===== src/rtl/burst_pkg.sv =====
// burst_pkg: types and constants shared by the burst engine files.
//   state_t        - burst engine FSM state encoding
//   DEF_DATA_W     - default data width of register bank and burst bus
//   DEF_ADDR_W     - default register-bank address width
//   RB_DATA_DEPTH  - number of addressable register-bank data locations
package burst_pkg;

  localparam int DEF_DATA_W    = 8;
  localparam int DEF_ADDR_W    = 9;
  localparam int RB_DATA_DEPTH = 256;

  typedef enum logic [2:0] {
    S_IDLE  = 3'd0,
    S_LOAD  = 3'd1,
    S_FETCH = 3'd2,
    S_WBEAT = 3'd3,
    S_RBEAT = 3'd4,
    S_RBWR  = 3'd5,
    S_GAP   = 3'd6,
    S_DONE  = 3'd7
  } state_t;

endpackage


===== src/rtl/burst_splitter.sv =====
// burst_splitter: sizes the next burst and flags the end of a burst / transfer.
//   clk, rst_n   - clock, asynchronous active-low reset
//   load         - FSM is in LOAD; latches the new burst length
//   remaining    - bytes still to move in the transaction
//   max_beats    - effective max burst size (already 1..255)
//   beats_left   - beats still to move in the current burst
//   burst_size   - min(remaining, max_beats), combinational
//   burst_len    - registered burst length presented on bus_len
//   last_beat    - current beat is the final beat of its burst
//   last_byte    - current beat is the final byte of the transaction
module burst_splitter (
  input  logic       clk,
  input  logic       rst_n,
  input  logic       load,
  input  logic [8:0] remaining,
  input  logic [7:0] max_beats,
  input  logic [8:0] beats_left,
  output logic [8:0] burst_size,
  output logic [7:0] burst_len,
  output logic       last_beat,
  output logic       last_byte
);

  // Burst size and end-of-burst / end-of-transfer flags from the live counters
  always_comb begin
    if (remaining < {1'b0, max_beats}) begin
      burst_size = remaining;
    end else begin
      burst_size = {1'b0, max_beats};
    end
    last_beat = (beats_left == 9'd1);
    last_byte = (remaining == 9'd1);
  end

  // Hold the burst length from LOAD until the next LOAD; a zero-length LOAD keeps it
  always_ff @(posedge clk or negedge rst_n) begin
    if (!rst_n) begin
      burst_len <= 8'd0;
    end else if (load && (remaining != 9'd0)) begin
      burst_len <= burst_size[7:0];
    end
  end

endmodule


===== src/rtl/data_burst_ctrl.sv =====
// data_burst_ctrl: burst-side engine of the APB-to-burst bridge.
// Moves rb_db_length bytes between register-bank locations 0..length-1 and the
// burst bus, in bursts of at most rb_db_max_burst_size beats (0 counts as 1).
//   rb_db_*  - start/length/max burst/direction, RB read data and acknowledge
//   db_rb_*  - RB access strobe, address, write data, idle, read-done pulse
//   bus_*    - burst bus: valid/start/rw/len/wdata out, rdata/ready in
//   db_err   - one-cycle pulse when a beat waits too long for bus_ready
// Optional feature macro DB_TIMEOUT_EN: enables the per-beat bus_ready wait
// limit TIMEOUT_CYCLES; without it the engine waits indefinitely and db_err=0.
import burst_pkg::*;

module data_burst_ctrl #(
  parameter int DATA_W         = DEF_DATA_W,
  parameter int ADDR_W         = DEF_ADDR_W,
  parameter int TIMEOUT_CYCLES = 255
) (
  input  logic              clk,
  input  logic              rst_n,
  input  logic              rb_db_start,
  input  logic [7:0]        rb_db_length,
  input  logic [7:0]        rb_db_max_burst_size,
  input  logic              rb_db_rw,
  input  logic [DATA_W-1:0] rb_db_data,
  input  logic              rb_db_ack,
  output logic              db_rb_req,
  output logic [ADDR_W-1:0] db_rb_addr,
  output logic [DATA_W-1:0] db_rb_data,
  output logic              db_rb_idle,
  output logic              db_rb_rd_done,
  output logic              bus_valid,
  output logic              bus_start,
  output logic              bus_rw,
  output logic [7:0]        bus_len,
  output logic [DATA_W-1:0] bus_wdata,
  input  logic [DATA_W-1:0] bus_rdata,
  input  logic              bus_ready,
  output logic              db_err
);

  localparam int AW = $clog2(RB_DATA_DEPTH);

  state_t        state;
  logic [8:0]    remaining;
  logic [8:0]    beats_left;
  logic [7:0]    max_beats;
  logic [AW-1:0] addr;
  logic          first_beat;
  logic [8:0]    burst_size;
  logic          last_beat;
  logic          last_byte;
  logic          timeout_hit;

  burst_splitter u_splitter (
    .clk        (clk),
    .rst_n      (rst_n),
    .load       (state == S_LOAD),
    .remaining  (remaining),
    .max_beats  (max_beats),
    .beats_left (beats_left),
    .burst_size (burst_size),
    .burst_len  (bus_len),
    .last_beat  (last_beat),
    .last_byte  (last_byte)
  );

  // The address counter wraps within the RB data window, so bit 8 stays 0
  assign db_rb_addr = {{(ADDR_W-AW){1'b0}}, addr};

`ifdef DB_TIMEOUT_EN
  logic [15:0] wait_cnt;
  logic        err_pulse;

  // Wait cycles of the current beat; any handshake or state change clears it
  always_ff @(posedge clk or negedge rst_n) begin
    if (!rst_n) begin
      wait_cnt <= 16'd0;
    end else if (((state == S_WBEAT) || (state == S_RBEAT)) && !bus_ready && !timeout_hit) begin
      wait_cnt <= wait_cnt + 16'd1;
    end else begin
      wait_cnt <= 16'd0;
    end
  end

  assign timeout_hit = ((state == S_WBEAT) || (state == S_RBEAT)) && !bus_ready &&
                       (wait_cnt == 16'(TIMEOUT_CYCLES - 1));

  // Error pulse coincides with the DONE cycle of the aborted transfer
  always_ff @(posedge clk or negedge rst_n) begin
    if (!rst_n) begin
      err_pulse <= 1'b0;
    end else begin
      err_pulse <= timeout_hit;
    end
  end

  assign db_err = err_pulse;
`else
  // No wait limit: a non-negative TIMEOUT_CYCLES can never trigger an abort
  assign timeout_hit = (TIMEOUT_CYCLES < 0);
  assign db_err      = 1'b0;
`endif

  // Main transfer FSM with all bus and RB-side outputs registered
  always_ff @(posedge clk or negedge rst_n) begin
    if (!rst_n) begin
      state         <= S_IDLE;
      remaining     <= 9'd0;
      beats_left    <= 9'd0;
      max_beats     <= 8'd0;
      addr          <= {AW{1'b0}};
      first_beat    <= 1'b0;
      db_rb_req     <= 1'b0;
      db_rb_data    <= {DATA_W{1'b0}};
      db_rb_idle    <= 1'b1;
      db_rb_rd_done <= 1'b0;
      bus_valid     <= 1'b0;
      bus_start     <= 1'b0;
      bus_rw        <= 1'b0;
      bus_wdata     <= {DATA_W{1'b0}};
    end else begin
      case (state)
        S_IDLE: begin
          if (rb_db_start) begin
            remaining  <= {1'b0, rb_db_length};
            max_beats  <= (rb_db_max_burst_size == 8'd0) ? 8'd1 : rb_db_max_burst_size;
            bus_rw     <= rb_db_rw;
            addr       <= {AW{1'b0}};
            db_rb_idle <= 1'b0;
            state      <= S_LOAD;
          end else begin
            db_rb_idle <= 1'b1;
          end
        end

        S_LOAD: begin
          if (remaining == 9'd0) begin
            db_rb_rd_done <= !bus_rw;
            state         <= S_DONE;
          end else begin
            beats_left <= burst_size;
            first_beat <= 1'b1;
            if (bus_rw) begin
              db_rb_req <= 1'b1;
              state     <= S_FETCH;
            end else begin
              bus_valid <= 1'b1;
              bus_start <= 1'b1;
              state     <= S_RBEAT;
            end
          end
        end

        // RB read data arrives in the same cycle as the strobe
        S_FETCH: begin
          if (rb_db_ack) begin
            db_rb_req <= 1'b0;
            bus_wdata <= rb_db_data;
            bus_valid <= 1'b1;
            bus_start <= first_beat;
            state     <= S_WBEAT;
          end
        end

        S_WBEAT: begin
          if (bus_ready) begin
            bus_valid  <= 1'b0;
            bus_start  <= 1'b0;
            first_beat <= 1'b0;
            addr       <= addr + AW'(1);
            remaining  <= remaining - 9'd1;
            beats_left <= beats_left - 9'd1;
            if (!last_beat) begin
              db_rb_req <= 1'b1;
              state     <= S_FETCH;
            end else if (!last_byte) begin
              state <= S_GAP;
            end else begin
              state <= S_DONE;
            end
          end else if (timeout_hit) begin
            bus_valid <= 1'b0;
            bus_start <= 1'b0;
            state     <= S_DONE;
          end
        end

        S_RBEAT: begin
          if (bus_ready) begin
            bus_valid  <= 1'b0;
            bus_start  <= 1'b0;
            first_beat <= 1'b0;
            db_rb_data <= bus_rdata;
            db_rb_req  <= 1'b1;
            state      <= S_RBWR;
          end else if (timeout_hit) begin
            bus_valid <= 1'b0;
            bus_start <= 1'b0;
            state     <= S_DONE;
          end
        end

        S_RBWR: begin
          if (rb_db_ack) begin
            db_rb_req  <= 1'b0;
            addr       <= addr + AW'(1);
            remaining  <= remaining - 9'd1;
            beats_left <= beats_left - 9'd1;
            if (!last_beat) begin
              bus_valid <= 1'b1;
              state     <= S_RBEAT;
            end else if (!last_byte) begin
              state <= S_GAP;
            end else begin
              db_rb_rd_done <= 1'b1;
              state         <= S_DONE;
            end
          end
        end

        S_GAP: begin
          state <= S_LOAD;
        end

        S_DONE: begin
          db_rb_rd_done <= 1'b0;
          state         <= S_IDLE;
        end

        default: begin
          state <= S_IDLE;
        end
      endcase
    end
  end

endmodule


===== config.mk =====
export PLATFORM = sky130hd
export DESIGN_NAME = data_burst_ctrl
export DESIGN_NICKNAME = d
export VERILOG_FILES = /design/src/rtl/burst_pkg.sv /design/src/rtl/burst_splitter.sv /design/src/rtl/data_burst_ctrl.sv
export SDC_FILE = /design/constraint.sdc
export NUM_CORES = 1
export LEC_CHECK = 0
export ABC_AREA = 1
export CORE_MARGIN = 10
export CORE_UTILIZATION = 38
export DETAILED_ROUTE_END_ITERATION = 8
export PLACE_DENSITY = 0.7
export SYNTH_ARGS = -nofsm -noshare
export SYNTH_HDL_FRONTEND = slang
export SYNTH_SLANG_ARGS = --single-unit

===== constraint.sdc =====
create_clock -name clk -period 2.3 [get_ports clk]
set_input_delay 0.345 -clock clk [delete_from_list [all_inputs] [get_ports clk]]
set_output_delay 0.345 -clock clk [all_outputs]
set_load 0.01 [all_outputs]

==> PnR_summary.wiki, run 1 <==
{| class="wikitable"
! Metric !! Value
|-
| Port bufs || 75
|-
| Number of DRC markers after the initial detailed-route iteration || between 150 and 200
|-
| Clock tree root driver cell || sky130_fd_sc_hd__clkbuf_8
|-
| Post_cts resized || 0
|-
| Cells taking the most area after synthesis || sky130_fd_sc_hd__dfrtp_1 (43%), sky130_fd_sc_hd__nand2_1 (10%), sky130_fd_sc_hd__nor2_1 (5.7%)
|-
| Run status || finished, final reports clean
|-
| Remaining global-route overflow || 0
|-
| Synth Register Bits || between 60 and 70
|-
| Detailed Route WL || roughly 11000 um
|-
| Flip-flop cell with the highest count after synthesis || sky130_fd_sc_hd__dfrtp_1
|-
| Leading area contributor after synthesis || sky130_fd_sc_hd__dfrtp_1
|-
| Minimum clock period after layout || around 2.0 ns
|-
| Net switching fraction of the power || around 45%
|-
| Layout Area Growth over Synthesis || 28.5%
|-
| Num CTS Buffers || 9
|-
| Max Cap Viol || 0
|-
| Starting utilization of the core area || 38.6%
|-
| Area share of the largest cell type after synthesis || between 40% and 50%
|-
| Launching element type of the critical path || flip-flop
|-
| Tightest Pin Transition || 0.665 ns
|-
| Power density relative to cell area || around 1500 nW/um2
|-
| Core area || 10200 um2
|-
| Antenna violations before repair || 0
|-
| Drt via density || approximately 5.1
|-
| Post-synthesis average cell area || just over 8 um2
|-
| Clock Latency Late Sink || 0.35 ns
|-
| Highest ir drop seen on vdd || around 0.74 mV
|-
| Final #Nets || slightly above 600
|-
| Max Transition Viols Final || 0
|-
| Setup Buffers After CTS || 0
|-
| Vertical die dimension || 122 um
|-
| Number of warnings issued by yosys || 0
|-
| Share of synthesized flip-flops with an asynchronous set or reset || 100%
|-
| Slew HR || a little under three fifths
|-
| Via Count || roughly 3.6k
|-
| Die outline width || approximately 120 um
|-
| Clock share of power || 14.4%
|-
| Antenna-violating nets left || 0
|-
| Design Power || between 7000 and 8000 uW
|-
| Critical-path maximum fanout || 9
|-
| Wire length of the first global-routing pass || ~17000 um
|-
| Total routing usage reported by global routing || about 14%
|-
| Clock tree from TritonCTS || yes
|-
| Category of the critical setup timing path || reg2reg
|-
| Number of global-route vias before repair || between 3k and 4k
|-
| Fraction of the yosys area taken by sequential cells || 43.3%
|-
| DR DRC count || 0
|-
| Weighted congestion reported at the end of routability-driven placement || about 0.87
|-
| Clock tree skew after final layout || 0.00679 ns
|-
| Sum of negative setup slack || 0 ns
|-
| Clock slew at the register clock pins of the worst setup and hold paths || roughly 0.08 ns
|-
| Count of flip-flops with a built-in enable after synthesis || 0
|-
| DPL Wire Length || about 8200 um
|-
| Post-Synthesis Cells || 474
|-
| Total count of hold-check failures in the final report || 0
|-
| Setup repair after global routing missed its margin || false
|-
| Commonest cells after routing, fill and taps aside || sky130_fd_sc_hd__nand2_1 (109), sky130_fd_sc_hd__clkdlybuf4s50_1 (74), sky130_fd_sc_hd__dfrtp_1 (67), sky130_fd_sc_hd__nor2_1 (60), sky130_fd_sc_hd__inv_1 (38)
|-
| Share of the core filled with cells in the final layout || around 50%
|-
| Top Ports || 78
|-
| Share of cells above drive strength 1 || 13.2%
|-
| Switching component of the power || approximately 3400 uW
|-
| CTS H-Tree Depth || 3
|-
| Leakage dissipation || between 0.002 and 0.0025 uW
|-
| Nature of the critical path endpoint || flip-flop
|-
| Sequential cell fraction of total power || 29.0%
|-
| # setup viols final || 0
|-
| Data arrival time of the worst path || 2.24 ns
|-
| Number of antenna repair diodes || 0
|-
| Maximum count of clock buffers along a single path || 2
|-
| Tightest Hold Check Type || in2async
|-
| Number of placed instances, taps included || roughly 680
|-
| Post-synthesis instance area || 3930 um2
|-
| Leading cell type in the layout, fill and taps excluded || sky130_fd_sc_hd__nand2_1
|-
| Filler-free cell count of the finished design || about 700
|-
| Portion of the clock cycle consumed by the worst path in the final layout || roughly 87%
|-
| Total of hold buffers inserted after clock tree synthesis || 0
|-
| Cell Rows || 37
|-
| Count of different cell masters after synthesis || 40
|-
| TritonRoute pass-1 iters || 4
|-
| DR WL/cell || between 15 and 20 um
|-
| Largest net degree at the start of global routing || 43
|-
| Critical Path RT || roughly 2.6 ns
|-
| Num Clock Sinks || 68
|-
| Combinational share of power || between 50% and 60%
|-
| Highest clock frequency the design can meet || a little over 0.5 GHz
|-
| Die Outline Area || 14800 um2
|-
| R2r worst-path depth || 11
|-
| Cell-internal power || just over 4000 uW
|}
[stage by stage]
step	hold WS, ns	setup slack (ns)	cell area (um2)
floorplan	0.0494	0.606	3940
global placement	0.411	0.370	4840
detailed placement	0.416	0.346	4840
CTS	0.0293	0.340	5050
global route	0.0537	0.108	5050
finish	0.0146	0.310	5050
[final cells by class]
class	instances	area [um2]
fillers	992	5130
multi-input cells	354	1990
flip-flops and latches	68	1700
repair buffers	82	811
well taps	136	170
inverters	42	160
clock buffers	9	124
clock inverters	7	91.3
[cells by family (layout without fill, tap and decap cells)]
group	Yosys count	in the layout	synth area share [%]
buffers and inverters	53	140	6.11
muxes	17	17	4.87
other	1	2	0.0954
DFF	68	68	43.3
AOI/OAI and AO/OA	67	67	9.55
adders and majority gates	13	13	4.14
xor gates and xnor gates	6	6	1.34
and+or+nand+nor	249	249	30.6
[critical path, stage by stage, from the launching register on]
cell                      delay [ns]
sky130_fd_sc_hd__dfrtp_1        0.43
sky130_fd_sc_hd__ha_1           0.31
sky130_fd_sc_hd__nand2_1        0.08
sky130_fd_sc_hd__inv_1          0.05
sky130_fd_sc_hd__nand2_1        0.07
sky130_fd_sc_hd__nand2_1        0.05
sky130_fd_sc_hd__nand2_1        0.20
sky130_fd_sc_hd__nand3_1        0.29
sky130_fd_sc_hd__nand2_1        0.20
sky130_fd_sc_hd__nand3_1        0.09
sky130_fd_sc_hd__nand2_1        0.08
sky130_fd_sc_hd__nand2_1        0.05
[flip-flops by register name (all words and copies together) (netlist names), 3 cells and up]
signal                flops
remaining                 9
max_beats                 8
addr                      8
db_rb_data                8
state                     3
u_splitter.burst_len      8
bus_wdata                 8
beats_left                9
[power groups by stage]
stage / clock network (uW) / registers [uW] / logic (uW)
4_1_cts: 1110 / 2180 / 4280
3_5_place_dp: 0 / 2200 / 4250
2_1_floorplan: 0 / 2230 / 2800
3_3_place_gp: 0 / 2180 / 4170
6_report: 1080 / 2180 / 4250
5_1_grt: 1170 / 2250 / 4780
[worst paths after layout]
kind,slack (ns),startpoint,to
max reg2reg,0.31,remaining[3],beats_left[6]
max,0.31,remaining[3],beats_left[6]
min reg2reg,0.48,db_rb_idle,db_rb_idle
min,0.01,rst_n,addr[6]
min in group clk,0.48,db_rb_idle,db_rb_idle
max in group asynchronous,1.62,rst_n,max_beats[1]
[synth_stat cells (4+ instances only)]
cell                      number
sky130_fd_sc_hd__buf_2         4
sky130_fd_sc_hd__nor3_1        4
sky130_fd_sc_hd__nand4_1      14
sky130_fd_sc_hd__inv_1        38
sky130_fd_sc_hd__nor2_2        7
sky130_fd_sc_hd__a21oi_1      26
sky130_fd_sc_hd__a31oi_1       7
sky130_fd_sc_hd__dfrtp_1      67
sky130_fd_sc_hd__nor2_8        4
sky130_fd_sc_hd__o21ai_0      17
sky130_fd_sc_hd__nand2_2       5
sky130_fd_sc_hd__nand2_1     109
sky130_fd_sc_hd__ha_1         13
sky130_fd_sc_hd__o21ai_1       7
sky130_fd_sc_hd__nand3_1      35
sky130_fd_sc_hd__nand2_4       4
sky130_fd_sc_hd__nor2_1       60
sky130_fd_sc_hd__mux2_2       17
[metal layers]
| layer | share of wire, % | GRT usage, % | vias up |
|---|---|---|---|
| met4 | 1.5 | 4.84 | 0 |
| li1 | - | - | 1726 |
| met2 | 51 | 24.5 | 113 |
| met3 | 7.8 | 5.83 | 16 |
| met1 | 40 | 16.3 | 1703 |
| met5 | 0 | 0 | - |
(Power assumes the default switching activity.)
==> run 2: changes to the inputs <==
CTS_BUF_LIST = sky130_fd_sc_hd__clkbuf_4   (was not set)
==> run 2 against run 1 <==
Net effect:
- fmax barely moved
- register-to-register slack barely moved
- first-iteration DRC count decreased by 10%
- utilization decreased by 0.45 points
- clock skew up 0.0079 ns
- total power down 2.7%
- largest power group unchanged
- highest routed layer unchanged
==> PnR_summary.wiki, run 2 (synthesis gave the netlist of run 1 again) <==
{| class="wikitable"
! Metric !! Value
|-
| Regs by FF count || beats_left: 9 flops, remaining: 9 flops
|-
| Data arrival time of the worst path || 2.31 ns (+0.07 ns)
|-
| Launching element type of the critical path || flip-flop
|-
| Critical-path maximum fanout || 9 (unchanged)
|-
| Core area || 10200 um2 (unchanged)
|-
| Maximum count of clock buffers along a single path || 2 (unchanged)
|-
| Min-Delay Startpoint || db_rb_idle
|-
| Number of DRC markers after the initial detailed-route iteration || 165 (-10%)
|-
| Max Cap Viol || 0 (unchanged)
|-
| Slack of the worst reg-to-reg path || 0.31 ns (about the same)
|-
| Max Transition Viols Final || 0 (unchanged)
|-
| Destination of the worst register-to-register timing path || beats_left[6]
|-
| Num Clock Sinks || 68 (unchanged)
|-
| Power density relative to cell area || 1460 nW/um2 (-1.8%)
|-
| Leading cell type in the layout, fill and taps excluded || sky130_fd_sc_hd__nand2_1
|-
| Filler-free cell count of the finished design || 699 (+0.14%)
|-
| Cell repeated most along the worst path || sky130_fd_sc_hd__nand2_1
|-
| Weighted congestion reported at the end of routability-driven placement || 0.871 (unchanged)
|-
| Run status || finished, final reports clean
|-
| Antenna-violating nets left || 0 (unchanged)
|-
| Cell-by-cell trace of the critical path || ha_1 -> nand2_1 -> inv_1 -> nand2_1 -> nand2_1 -> nand2_1 -> nand3_1 -> nand2_1 -> nand3_1 -> nand2_1 -> nand2_1
|-
| Highest clock frequency the design can meet || 0.502 GHz (about the same)
|-
| Category of the critical setup timing path || reg2reg
|-
| DR DRC count || 0 (unchanged)
|-
| DR WL/cell || 15.1 um (-0.45%)
|-
| Share of cells above drive strength 1 || 13.1% (-0.023 points)
|-
| Clock slew at the register clock pins of the worst setup and hold paths || 0.12 ns (+0.04 ns)
|-
| Highest ir drop seen on vdd || 0.722 mV (-2.9%)
|-
| Leakage dissipation || 0.00236 uW (-0.80%)
|-
| Number of antenna repair diodes || 0 (unchanged)
|-
| Largest stage delay, worst path || 0.45 ns (+0.02 ns)
|-
| Top Ports || 78 (unchanged)
|-
| Clock tree from TritonCTS || yes
|-
| Antenna violations before repair || 0 (unchanged)
|-
| # setup viols final || 0 (unchanged)
|-
| Largest net degree at the start of global routing || 43 (unchanged)
|-
| Total routing usage reported by global routing || 14.3% (-0.13 points)
|-
| Worst hold path endpoint || db_rb_idle
|-
| Wire length of the first global-routing pass || 17300 um (-0.28%)
|-
| Port bufs || 75 (unchanged)
|-
| Num CTS Buffers || 9 (unchanged)
|-
| CTS H-Tree Depth || 3 (unchanged)
|-
| Drt via density || 5.04 (-1.0%)
|-
| Cell Rows || 37 (unchanged)
|-
| Tightest Hold Check Type || reg2reg
|-
| WP buf/inv || 1 (unchanged)
|-
| Portion of the clock cycle consumed by the worst path in the final layout || 86.6% (about the same)
|-
| Clock tree root driver cell || sky130_fd_sc_hd__clkbuf_4
|-
| Critical Path RT || 2.62 ns (+0.07 ns)
|-
| Remaining global-route overflow || 0 (unchanged)
|-
| Final #Nets || 609 (+0.16%)
|-
| Nature of the critical path endpoint || flip-flop
|-
| Minimum clock period after layout || 1.99 ns (+0.00198 ns)
|-
| TritonRoute pass-1 iters || 4 (unchanged)
|-
| Vertical die dimension || 122 um (unchanged)
|-
| Clock Latency Late Sink || 0.41 ns (+0.06 ns)
|-
| Slew HR || 55.0% (-0.67 points)
|-
| Worst flop-to-flop path startpoint || remaining[3]
|-
| Detailed Route WL || 10500 um (-0.31%)
|-
| Kind of cell adding the most delay to the critical path || simple AND/OR/NAND/NOR gates
|-
| Hold-critical path depth || 2
|-
| Share of the core filled with cells in the final layout || 49.2% (-0.45 points)
|-
| Tightest Pin Transition || 0.675 ns (+0.0100 ns)
|-
| Commonest cells after routing, fill and taps aside || sky130_fd_sc_hd__nand2_1 (109), sky130_fd_sc_hd__clkdlybuf4s50_1 (74), sky130_fd_sc_hd__dfrtp_1 (67), sky130_fd_sc_hd__nor2_1 (60), sky130_fd_sc_hd__inv_1 (38)
|-
| Sum of negative setup slack || 0 ns (unchanged)
|-
| R2r worst-path depth || 11 (unchanged)
|-
| Via Count || 3526 (-0.90%)
|-
| DPL Wire Length || 8190 um (unchanged)
|-
| Clock tree skew after final layout || 0.0147 ns (+0.00790 ns)
|-
| Worst hold margin || 0.482 ns (+0.467 ns)
|-
| Starting utilization of the core area || 38.6% (unchanged)
|-
| Crit-path slowest cell || sky130_fd_sc_hd__dfrtp_1
|-
| Setup repair after global routing missed its margin || false
|-
| Number of placed instances, taps included || 682 (unchanged)
|-
| Die outline width || 122 um (unchanged)
|-
| Total count of hold-check failures in the final report || 0 (unchanged)
|-
| Layout Area Growth over Synthesis || 27.3%
|-
| Die Outline Area || 14800 um2 (unchanged)
|-
| Number of global-route vias before repair || 3613 (-0.28%)
|}
==> run 2: worst register-to-register path, delay by kind of cell (launching register included) <==
kind          cells  cell delay, ns
simple gates      9            1.10
flops             1            0.45
fa+ha+maj         1            0.31
buf+inv           1            0.05
==> run 2: cell type report <==
class,instances,area (um2)
Clock buffer,9,67.6
Clock inverter,7,91.3
Fill cell,995,5180
Inverter,42,160
Multi-Input combinational cell,354,1990
Sequential cell,68,1700
Tap cell,136,170
Timing Repair Buffer,83,821
==> run 2: how the worst max path moves through the flow <==
stage                     slack [ns]             to    startpoint  depth (start not counted)
after floorplan                 0.61  beats_left[1]  remaining[2]                         11
after global placement          0.37   remaining[3]     bus_ready                          8
after detailed placement        0.35   remaining[3]     bus_ready                          8
final                           0.31  beats_left[6]  remaining[3]                         11
after CTS                       0.33  beats_left[6]  remaining[3]                         11
after global routing            0.10  beats_left[6]  remaining[3]                         11
==> run 2: report_power, final <==
part           total (uW)  internal [uW]  switching, uW
Sequential           2180           1750            425
Clock                 885            437            449
Combinational        4250           1740           2500
Total                7310           3930           3380
==> run 2: metal layers <==
layer | wire, um | global-route usage (%) | share of wire (%)
met5 | 0 | 0 | 0
met3 | 952 | 5.64 | 9.0
met2 | 5330 | 24.9 | 51
met4 | 76 | 3.65 | 0.72
met1 | 4170 | 16.2 | 40
==> run 2: stage by stage <==
| step | total power (uW) | setup WS (ns) | area, um2 |
|---|---|---|---|
| 3_5_place_dp | 6450 | 0.346 | 4840 |
| 2_1_floorplan | 5040 | 0.606 | 3940 |
| 5_1_grt | 7990 | 0.102 | 5010 |
| 3_3_place_gp | 6350 | 0.370 | 4840 |
| 6_report | 7310 | 0.308 | 5010 |
| 4_1_cts | 7370 | 0.330 | 5010 |
==> run 2: repair_timing <==
action | CTS | global route
endpoints found under the hold margin | 25 | 0
buffers inserted | 0 | 0
gates resized for setup | 0 | 0
hold buffers | 1 | 0
==> run 3: changes to the inputs <==
GPL_TIMING_DRIVEN = 0   (was not set)
==> run 3 against run 2 <==
Net effect:
- worst hold slack got worse by 0.47 ns
- clock-buffer cell count rose by 4
- wire length fell by 2.4%
- critical path type unchanged
==> PnR_summary.wiki, run 3 (synthesis gave the netlist of run 1 again) <==
{| class="wikitable"
! Metric !! Value
|-
| Antenna-violating nets left || 0 (unchanged)
|-
| WP buf/inv || 0 (-1)
|-
| Kind of cell adding the most delay to the critical path || simple AND/OR/NAND/NOR gates
|-
| Design Power || 7150 uW (-2.1%)
|-
| Remaining global-route overflow || 0 (unchanged)
|-
| Critical Path RT || 2.63 ns (about the same)
|-
| Number of antenna repair diodes || 0 (unchanged)
|-
| Die Outline Area || 14800 um2 (unchanged)
|-
| Regs by FF count || beats_left: 9 flops, remaining: 9 flops
|-
| Start point of the critical path || remaining[2]
|-
| Power density relative to cell area || 1440 nW/um2 (-1.4%)
|-
| Core area || 10200 um2 (unchanged)
|-
| Run status || finished, final reports clean
|-
| Cell repeated most along the worst path || sky130_fd_sc_hd__nand2_1
|-
| Cell-by-cell trace of the critical path || ha_1 -> nand2_1 -> nand2_1 -> nand2_1 -> nand2_1 -> nand2_1 -> nand3_1 -> nand2_1 -> nand3_1 -> nand2_1 -> nand2_1
|-
| Antenna violations before repair || 0 (unchanged)
|-
| Launching element type of the critical path || flip-flop
|-
| Slew HR || 41.3% (-14 points)
|-
| Leakage dissipation || 0.00236 uW (-0.19%)
|-
| Total routing usage reported by global routing || 14.2% (-0.13 points)
|-
| Port bufs || 75 (unchanged)
|-
| Share of cells above drive strength 1 || 13.6% (+0.46 points)
|-
| DPL Wire Length || 7940 um (-3.1%)
|-
| Starting utilization of the core area || 38.6% (unchanged)
|-
| Sum of negative setup slack || 0 ns (unchanged)
|-
| Worst hold margin || 0.0121 ns (-0.470 ns)
|-
| Final #Nets || 612 (+0.49%)
|-
| Data arrival time of the worst path || 2.41 ns (+0.10 ns)
|-
| Number of DRC markers after the initial detailed-route iteration || 156 (-5.5%)
|-
| Final WS setup || 0.216 ns (-0.0919 ns)
|-
| TritonRoute pass-1 iters || 5 (+1)
|-
| Maximum count of clock buffers along a single path || 2 (unchanged)
|-
| Layout Area Growth over Synthesis || 26.3%
|-
| # setup viols final || 0 (unchanged)
|-
| Setup Buffers After CTS || 0 (unchanged)
|-
| Total count of hold-check failures in the final report || 0 (unchanged)
|-
| Area of the multi-input gates || 1990 um2 (unchanged)
|-
| Crit-path slowest cell || sky130_fd_sc_hd__dfrtp_1
|-
| Weighted congestion reported at the end of routability-driven placement || 0.895 (+2.7%)
|-
| Number of global-route vias before repair || 3581 (-0.89%)
|-
| Setup slack after placement || 0.269 ns (-0.0764 ns)
|-
| Portion of the clock cycle consumed by the worst path in the final layout || 90.6% (+4.0 points)
|-
| Wire length of the first global-routing pass || 16900 um (-1.8%)
|-
| Slack of the worst reg-to-reg path || 0.22 ns (-0.09 ns)
|-
| Tightest Hold Check Type || in2async
|-
| Clock slew at the register clock pins of the worst setup and hold paths || 0.12 ns (about the same)
|-
| Clock tree skew after final layout || 0.0301 ns (+0.0154 ns)
|-
| Largest stage delay, worst path || 0.50 ns (+0.05 ns)
|-
| CTS H-Tree Depth || 3 (unchanged)
|-
| Count of filler cells inserted in the layout || 1006 (+1.1%)
|-
| Total of hold buffers inserted after clock tree synthesis || 0 (-1)
|-
| Highest ir drop seen on vdd || 0.639 mV (-12%)
|-
| Num CTS Buffers || 9 (unchanged)
|-
| Max Transition Viols Final || 0 (unchanged)
|-
| Setup repair after global routing missed its margin || false
|-
| Commonest cells after routing, fill and taps aside || sky130_fd_sc_hd__nand2_1 (109), sky130_fd_sc_hd__clkdlybuf4s50_1 (74), sky130_fd_sc_hd__dfrtp_1 (67), sky130_fd_sc_hd__nor2_1 (60), sky130_fd_sc_hd__inv_1 (38)
|-
| Die outline width || 122 um (unchanged)
|-
| Via Count || 3523 (-0.085%)
|-
| Minimum clock period after layout || 2.08 ns (+0.0919 ns)
|-
| FF/Latch Area || 1700 um2 (unchanged)
|-
| Worst flop-to-flop path startpoint || remaining[2]
|-
| Share of the core filled with cells in the final layout || 48.8% (-0.38 points)
|-
| Leading cell type in the layout, fill and taps excluded || sky130_fd_sc_hd__nand2_1
|-
| Clock tree from TritonCTS || yes
|-
| DR WL/cell || 14.6 um (-2.8%)
|-
| Clock tree root driver cell || sky130_fd_sc_hd__clkbuf_4
|-
| Highest clock frequency the design can meet || 0.480 GHz (-4.4%)
|-
| Post_cts resized || 0 (unchanged)
|-
| Vertical die dimension || 122 um (unchanged)
|-
| Category of the critical setup timing path || reg2reg
|-
| Clock Latency Late Sink || 0.44 ns (+0.03 ns)
|-
| Top Ports || 78 (unchanged)
|-
| Max Cap Viol || 0 (unchanged)
|-
| Critical-path maximum fanout || 9 (unchanged)
|-
| DR DRC count || 0 (unchanged)
|-
| Drt via density || 5.02 (-0.51%)
|-
| Cell Rows || 37 (unchanged)
|-
| Tightest Pin Transition || 0.880 ns (+0.205 ns)
|-
| Largest net degree at the start of global routing || 69 (+60%)
|-
| Detailed Route WL || 10300 um (-2.4%)
|-
| Nature of the critical path endpoint || flip-flop
|-
| Num Clock Sinks || 68 (unchanged)
|}
run 3: cell count changes in the layout (fill, tap and decap cells not counted), sizes merged:
cell,previous run,this run
dlygate4sd3,1,0
clkinvlp,1,0
clkbuf,9,14
clkinv,4,3
buf,8,11
bufinv,2,0
run 3: final timing paths:
| path | to | depth (start not counted) |
|---|---|---|
| worst max-delay path | beats_left[2] | 11 |
| worst min-delay path | addr[7] | 1 |
| worst max register to register | beats_left[2] | 11 |
| worst min register to register | db_rb_idle | 2 |
| max in group asynchronous | u_splitter.burst_len[4] | 1 |
| min in group clk | db_rb_idle | 2 |
run 3: area by class of cell:
class	instances	area share, %
multi-input cells	354	40.1
plain buffers	11	1.61
repair buffers	75	15.1
clock buffers	13	1.96
clock inverters	3	0.302
flip-flops and latches	68	34.3
well taps	136	3.43
inverters	42	3.22
run 3: metal layers:
layer	global-route usage, %	up-vias	part of all wire [%]
li1	-	1739	-
met1	16.1	1660	41
met2	23.8	114	49
met3	6.24	10	9.8
met4	4.17	0	0.84
met5	0	-	0
run 3: power breakdown:
part | leakage [uW] | internal [uW] | switching [uW] | total [uW]
Combinational | 0.00147 | 1800 | 2480 | 4280
Sequential | 0.000817 | 1750 | 432 | 2180
Clock | 0.0000715 | 267 | 419 | 685
run 3: metrics by stage:
| stage | instance area, um2 | std cells |
|---|---|---|
| final | 4970 | 702 |
| after global routing | 4970 | 702 |
| after CTS | 4970 | 702 |
| after detailed placement | 4850 | 686 |
| after global placement | 4860 | 686 |
| after floorplan | 3940 | 475 |
==> RTL change 1 (settings of run 1) <==
Change the package constant `RB_DATA_DEPTH` from 256 to 128.
--- a/src/rtl/burst_pkg.sv
+++ b/src/rtl/burst_pkg.sv
@@ -9,3 +9,3 @@
   localparam int DEF_ADDR_W    = 9;
-  localparam int RB_DATA_DEPTH = 256;
+  localparam int RB_DATA_DEPTH = 128;
 
Behaviour: same outputs for any inputs over 4 cycles, from zero or initial values and one cycle with rst_n low; that may be too few to reach the edited logic, so the function may still have changed.
==> RTL change 1 against run 1 <==
Area after synthesis about the same; power up 3.5%; fmax rose by 1.3%; cell area is 0.15% higher; sequential cell count down 1; core utilization is 0.074 points higher; die area barely moved; clock power grew 13%; setup slack gained 0.026 ns; count of clock-buffer cells in the layout did not move; critical path depth unchanged; routed wire length fell by 4.1%; critical path type unchanged; critical endpoint is now addr[4].
==> RTL change 1: results <==
[outcome]
status = "completed"

[detailed_routing]
dr_wl_met2_mm = 4.81
dr.first_iter.drc_count = 213
maxUsedRoutingLayer = "met4"
vias = 3546
dr_wl_met3_um = 702
wl_per_cell_um = 14.0
dr.pass1.iters = 7
drt-met1-wl_mm = 4.53
vias_per_cell = 4.89

[place]
dp_hpwl_mm = 7.80
portBuffers = 74
dp_cells = 709
postPlaceCellArea_um2 = 4810
place_congestion = 0.894

[setup_path]
path_delay_family = "simple AND/OR/NAND/NOR gates"
r2r_end = "addr[4]"
reg2reg_from = "state[2]"
arrival_ns = 2.20
r2r_slack_ns = 0.34
r2r_cells = 11
max_stage_delay_ns = 0.47
worstPathMaxFanout = 21

[cells_and_area]
nFillCells = 1005
layout-drive-gt1-share_pct = 11.2
n_antenna_cell = 0
final_nets = 635
top_regs = "beats_left x9, remaining x9"

[clocking]
cts.repair.resized = 0
clk-insertion-delay-late_ns = 0.35
cts_buffer_depth = 2
cts-root-buf = "clkbuf_8"

[grt]
grt_pass1_wl_mm = 17.1
use_met1_pct = 17.8
track_usage_pct = 14.1
grt_use_met2_pct = 23.2
grt_max_degree = 68
use_met3_pct = 3.98

[pwr]
switching_share_pct = 45.0
power_frac_seq_pct = 28.5
p_comb_share_pct = 55.8
p_leak_nw = 2.42
ir_worst_vdd_mv = 0.609
finalPower_mw = 7.78

[synthesis]
synth_common_cells = "nand2_1 (142), dfrtp_1 (66), nor2_1 (66)"
postSynthAreaPerCell_um2 = 7.83
seq_area_frac_synth_pct = 42.7
synth_area_leaders = "dfrtp_1 (42%), nand2_1 (14%), nor2_1 (6.3%)"
synth_cell_types = 34
synth_warnings = 0

[worst_hold_path]
hold_class = "in2async"

[sta]
fin_worst_skew_ns = 0.00599
RTL change 1: worst register-to-register path: stages (launching register included):
cell	delay, ns
dfrtp_1	0.47
inv_2	0.10
nor2_2	0.12
nand2_2	0.09
nand2_4	0.21
inv_2	0.23
nand2_4	0.13
nand2_4	0.07
nor2_8	0.21
nand3_1	0.10
nand2_1	0.07
nor2_1	0.04
RTL change 1: area by class of cell:
| type | count | share of cell area (%) |
|---|---|---|
| multi-input cells | 377 | 39.3 |
| flip-flops and latches | 67 | 33.2 |
| repair buffers | 80 | 15.7 |
| inverters | 49 | 3.64 |
| well taps | 136 | 3.36 |
| clock buffers | 9 | 2.45 |
| clock inverters | 7 | 2.45 |
RTL change 1: kinds of logic (layout without fill, tap and decap cells):
logic type / count (synthesis) / after routing / synth area share, %
AOI/OAI and AO/OA: 64 / 64 / 9.11
xor gates and xnor gates: 5 / 5 / 1.11
adders and majority gates: 13 / 13 / 4.14
buffers and inverters: 60 / 145 / 6.91
DFF: 67 / 67 / 42.7
muxes: 16 / 16 / 4.59
other: 1 / 3 / 0.0954
and+or+nand+nor: 276 / 276 / 31.3
RTL change 1: worst max-delay path by stage:
stage	startpoint	end	cells past startpoint	slack (ns)
3_3_place_gp	rb_db_ack	remaining[3]	8	0.34
3_5_place_dp	rb_db_ack	remaining[3]	8	0.34
2_1_floorplan	remaining[2]	u_splitter.burst_len[1]	11	0.60
4_1_cts	state[2]	addr[4]	11	0.34
6_report	state[2]	addr[4]	11	0.34
5_1_grt	state[1]	addr[3]	11	0.13
RTL change 1: stage by stage:
stage	utilization, %	hold slack [ns]
2_1_floorplan	-	0.0494
3_3_place_gp	47.2	0.392
3_5_place_dp	47.2	0.394
4_1_cts	49.7	0.0185
5_1_grt	49.7	0.0396
6_report	49.7	0.00788
==> RTL change 2 (settings of run 1) <==
Without the edit above. Re-encode `state_t` (8 states) as one-hot, 8 bits wide.
--- a/src/rtl/burst_pkg.sv
+++ b/src/rtl/burst_pkg.sv
@@ -11,11 +11,11 @@
 
-  typedef enum logic [2:0] {
-    S_IDLE  = 3'd0,
-    S_LOAD  = 3'd1,
-    S_FETCH = 3'd2,
-    S_WBEAT = 3'd3,
-    S_RBEAT = 3'd4,
-    S_RBWR  = 3'd5,
-    S_GAP   = 3'd6,
-    S_DONE  = 3'd7
+  typedef enum logic [7:0] {
+    S_IDLE  = 8'b00000001,
+    S_LOAD  = 8'b00000010,
+    S_FETCH = 8'b00000100,
+    S_WBEAT = 8'b00001000,
+    S_RBEAT = 8'b00010000,
+    S_RBWR  = 8'b00100000,
+    S_GAP   = 8'b01000000,
+    S_DONE  = 8'b10000000
   } state_t;
Behaviour: no difference found for any inputs over 4 cycles, from zero or initial values and one cycle with rst_n low; so few cycles prove little.
==> RTL change 2 against run 1 <==
Global-route usage down 0.31 points; die area increased by 6.5%; setup slack better by 0.017 ns; power is 14% lower; cell area is 5.6% higher; sequential cell count rose by 5; routed wire length up 4.3%; area after synthesis grew 7.8%; largest cell class unchanged.
==> RTL change 2: results <==
[clocking]
clk_pin_slew_ns = 0.08
cts_buffer_depth = 2
post_cts.repair.setup_buffers = 0
cts.repair.resized = 0
cts-root-buf = "clkbuf_8"
cts_made_buffers = 9
ctsHtreeMaxLevel = 3

[sta]
whs_ns = 0.0374
fin_worst_skew_ns = 0.00773
worstMarginPinSlew_ns = 0.713

[synthesis]
postSynthAreaPerCell_um2 = 7.95
ys.flop_type = "dfrtp_1"
synth_area_leaders = "dfrtp_1 (42%), nand2_1 (13%), inv_1 (5.0%)"
seq_area_frac_synth_pct = 43.2
synth_cell_types = 36
async_reset_ff_share_pct = 100
synth_warnings = 0
synth_common_cells = "nand2_1 (144), dfrtp_1 (71), inv_1 (56)"

[setup_path]
worstPathMaxFanout = 20
arrival_ns = 2.26
max_stage_delay_ns = 0.55
slowest_stage = "dfstp_2"
path_delay_family = "simple AND/OR/NAND/NOR gates"

[pwr]
p_switching_mw = 2.87
ir_worst_vdd_mv = 0.593
powerDensity_nw_per_um2 = 1210
pg_clk_mw = 0.959
p_leak_nw = 2.57
p_comb_share_pct = 51.7

[place]
place_ws_ns = 0.223
place_congestion = 0.915
dp_hpwl_mm = 8.74
portBuffers = 75
postPlaceCellArea_um2 = 5150
dp_cells = 745

[grt]
grt_pass1_vias = 3930
grt_pass1_wl_mm = 18.7
grt_max_degree = 34
track_usage_pct = 14.2
antenna_found_initial = 0

[detailed_routing]
dr.pass1.iters = 4
routed_wl_mm = 11.0
dr.first_iter.drc_count = 217
vias_per_cell = 4.96

[cells_and_area]
top_regs = "beats_left x9, remaining x9"
final_nets = 667
layout-drive-gt1-share_pct = 13.4
n_antenna_cell = 0
stdcell_count = 761

[outcome]
status = "completed"

[worst_hold_path]
hold_class = "in2async"
[RTL change 2: per-layer routing]
layer | wire [um] | vias up | GRT usage, %
li1 | - | 1876 | -
met1 | 4820 | 1801 | 16.3
met4 | 198 | 0 | 5.01
met3 | 512 | 15 | 3.61
met5 | 0 | - | 0
met2 | 5490 | 81 | 24.8
[RTL change 2: logic make-up (layout without fill, tap and decap cells)]
kind of cell | count (synthesis) | in the layout | synth area share [%]
AO/OA/AOI/OAI | 57 | 57 | 7.64
XOR/XNOR | 11 | 11 | 2.27
adder cells (fa/ha/maj) | 13 | 13 | 3.84
buffers and inverters | 75 | 162 | 7.59
flip-flops | 73 | 73 | 43.2
multiplexers | 17 | 17 | 4.78
other | 1 | 2 | 0.0885
AND/OR/NAND/NOR | 286 | 286 | 30.6
[RTL change 2: final cells by class]
cell class                      instances  area, um^2
Timing Repair Buffer                   81         803
Clock inverter                          5        37.5
Multi-Input combinational cell        386        2090
Sequential cell                        73        1830
Inverter                               65         246
Tap cell                              140         175
Clock buffer                           11         151
Fill cell                            1059        5550
[RTL change 2: worst register-to-register path: stages (launching register included)]
cell and delay [ns]:
dfstp_2 0.55, nor2_2 0.06, nand2_1 0.12, inv_2 0.08, nand3b_1 0.20, nand2_2 0.09
nor2_2 0.13, nand2_2 0.24, inv_4 0.26, nand2_1 0.10, o21ai_2 0.06
[RTL change 2: worst paths after layout]
| kind | startpoint | end | slack [ns] | depth (start not counted) |
|---|---|---|---|---|
| setup / recovery | state[0] | remaining[1] | 0.33 | 10 |
| hold / removal | rst_n | beats_left[8] | 0.04 | 1 |
| setup reg to reg | state[0] | remaining[1] | 0.33 | 10 |
| hold reg to reg | bus_start | bus_start | 0.48 | 2 |
| max in group asynchronous | rst_n | addr[3] | 1.57 | 2 |
| min in group clk | bus_start | bus_start | 0.48 | 2 |
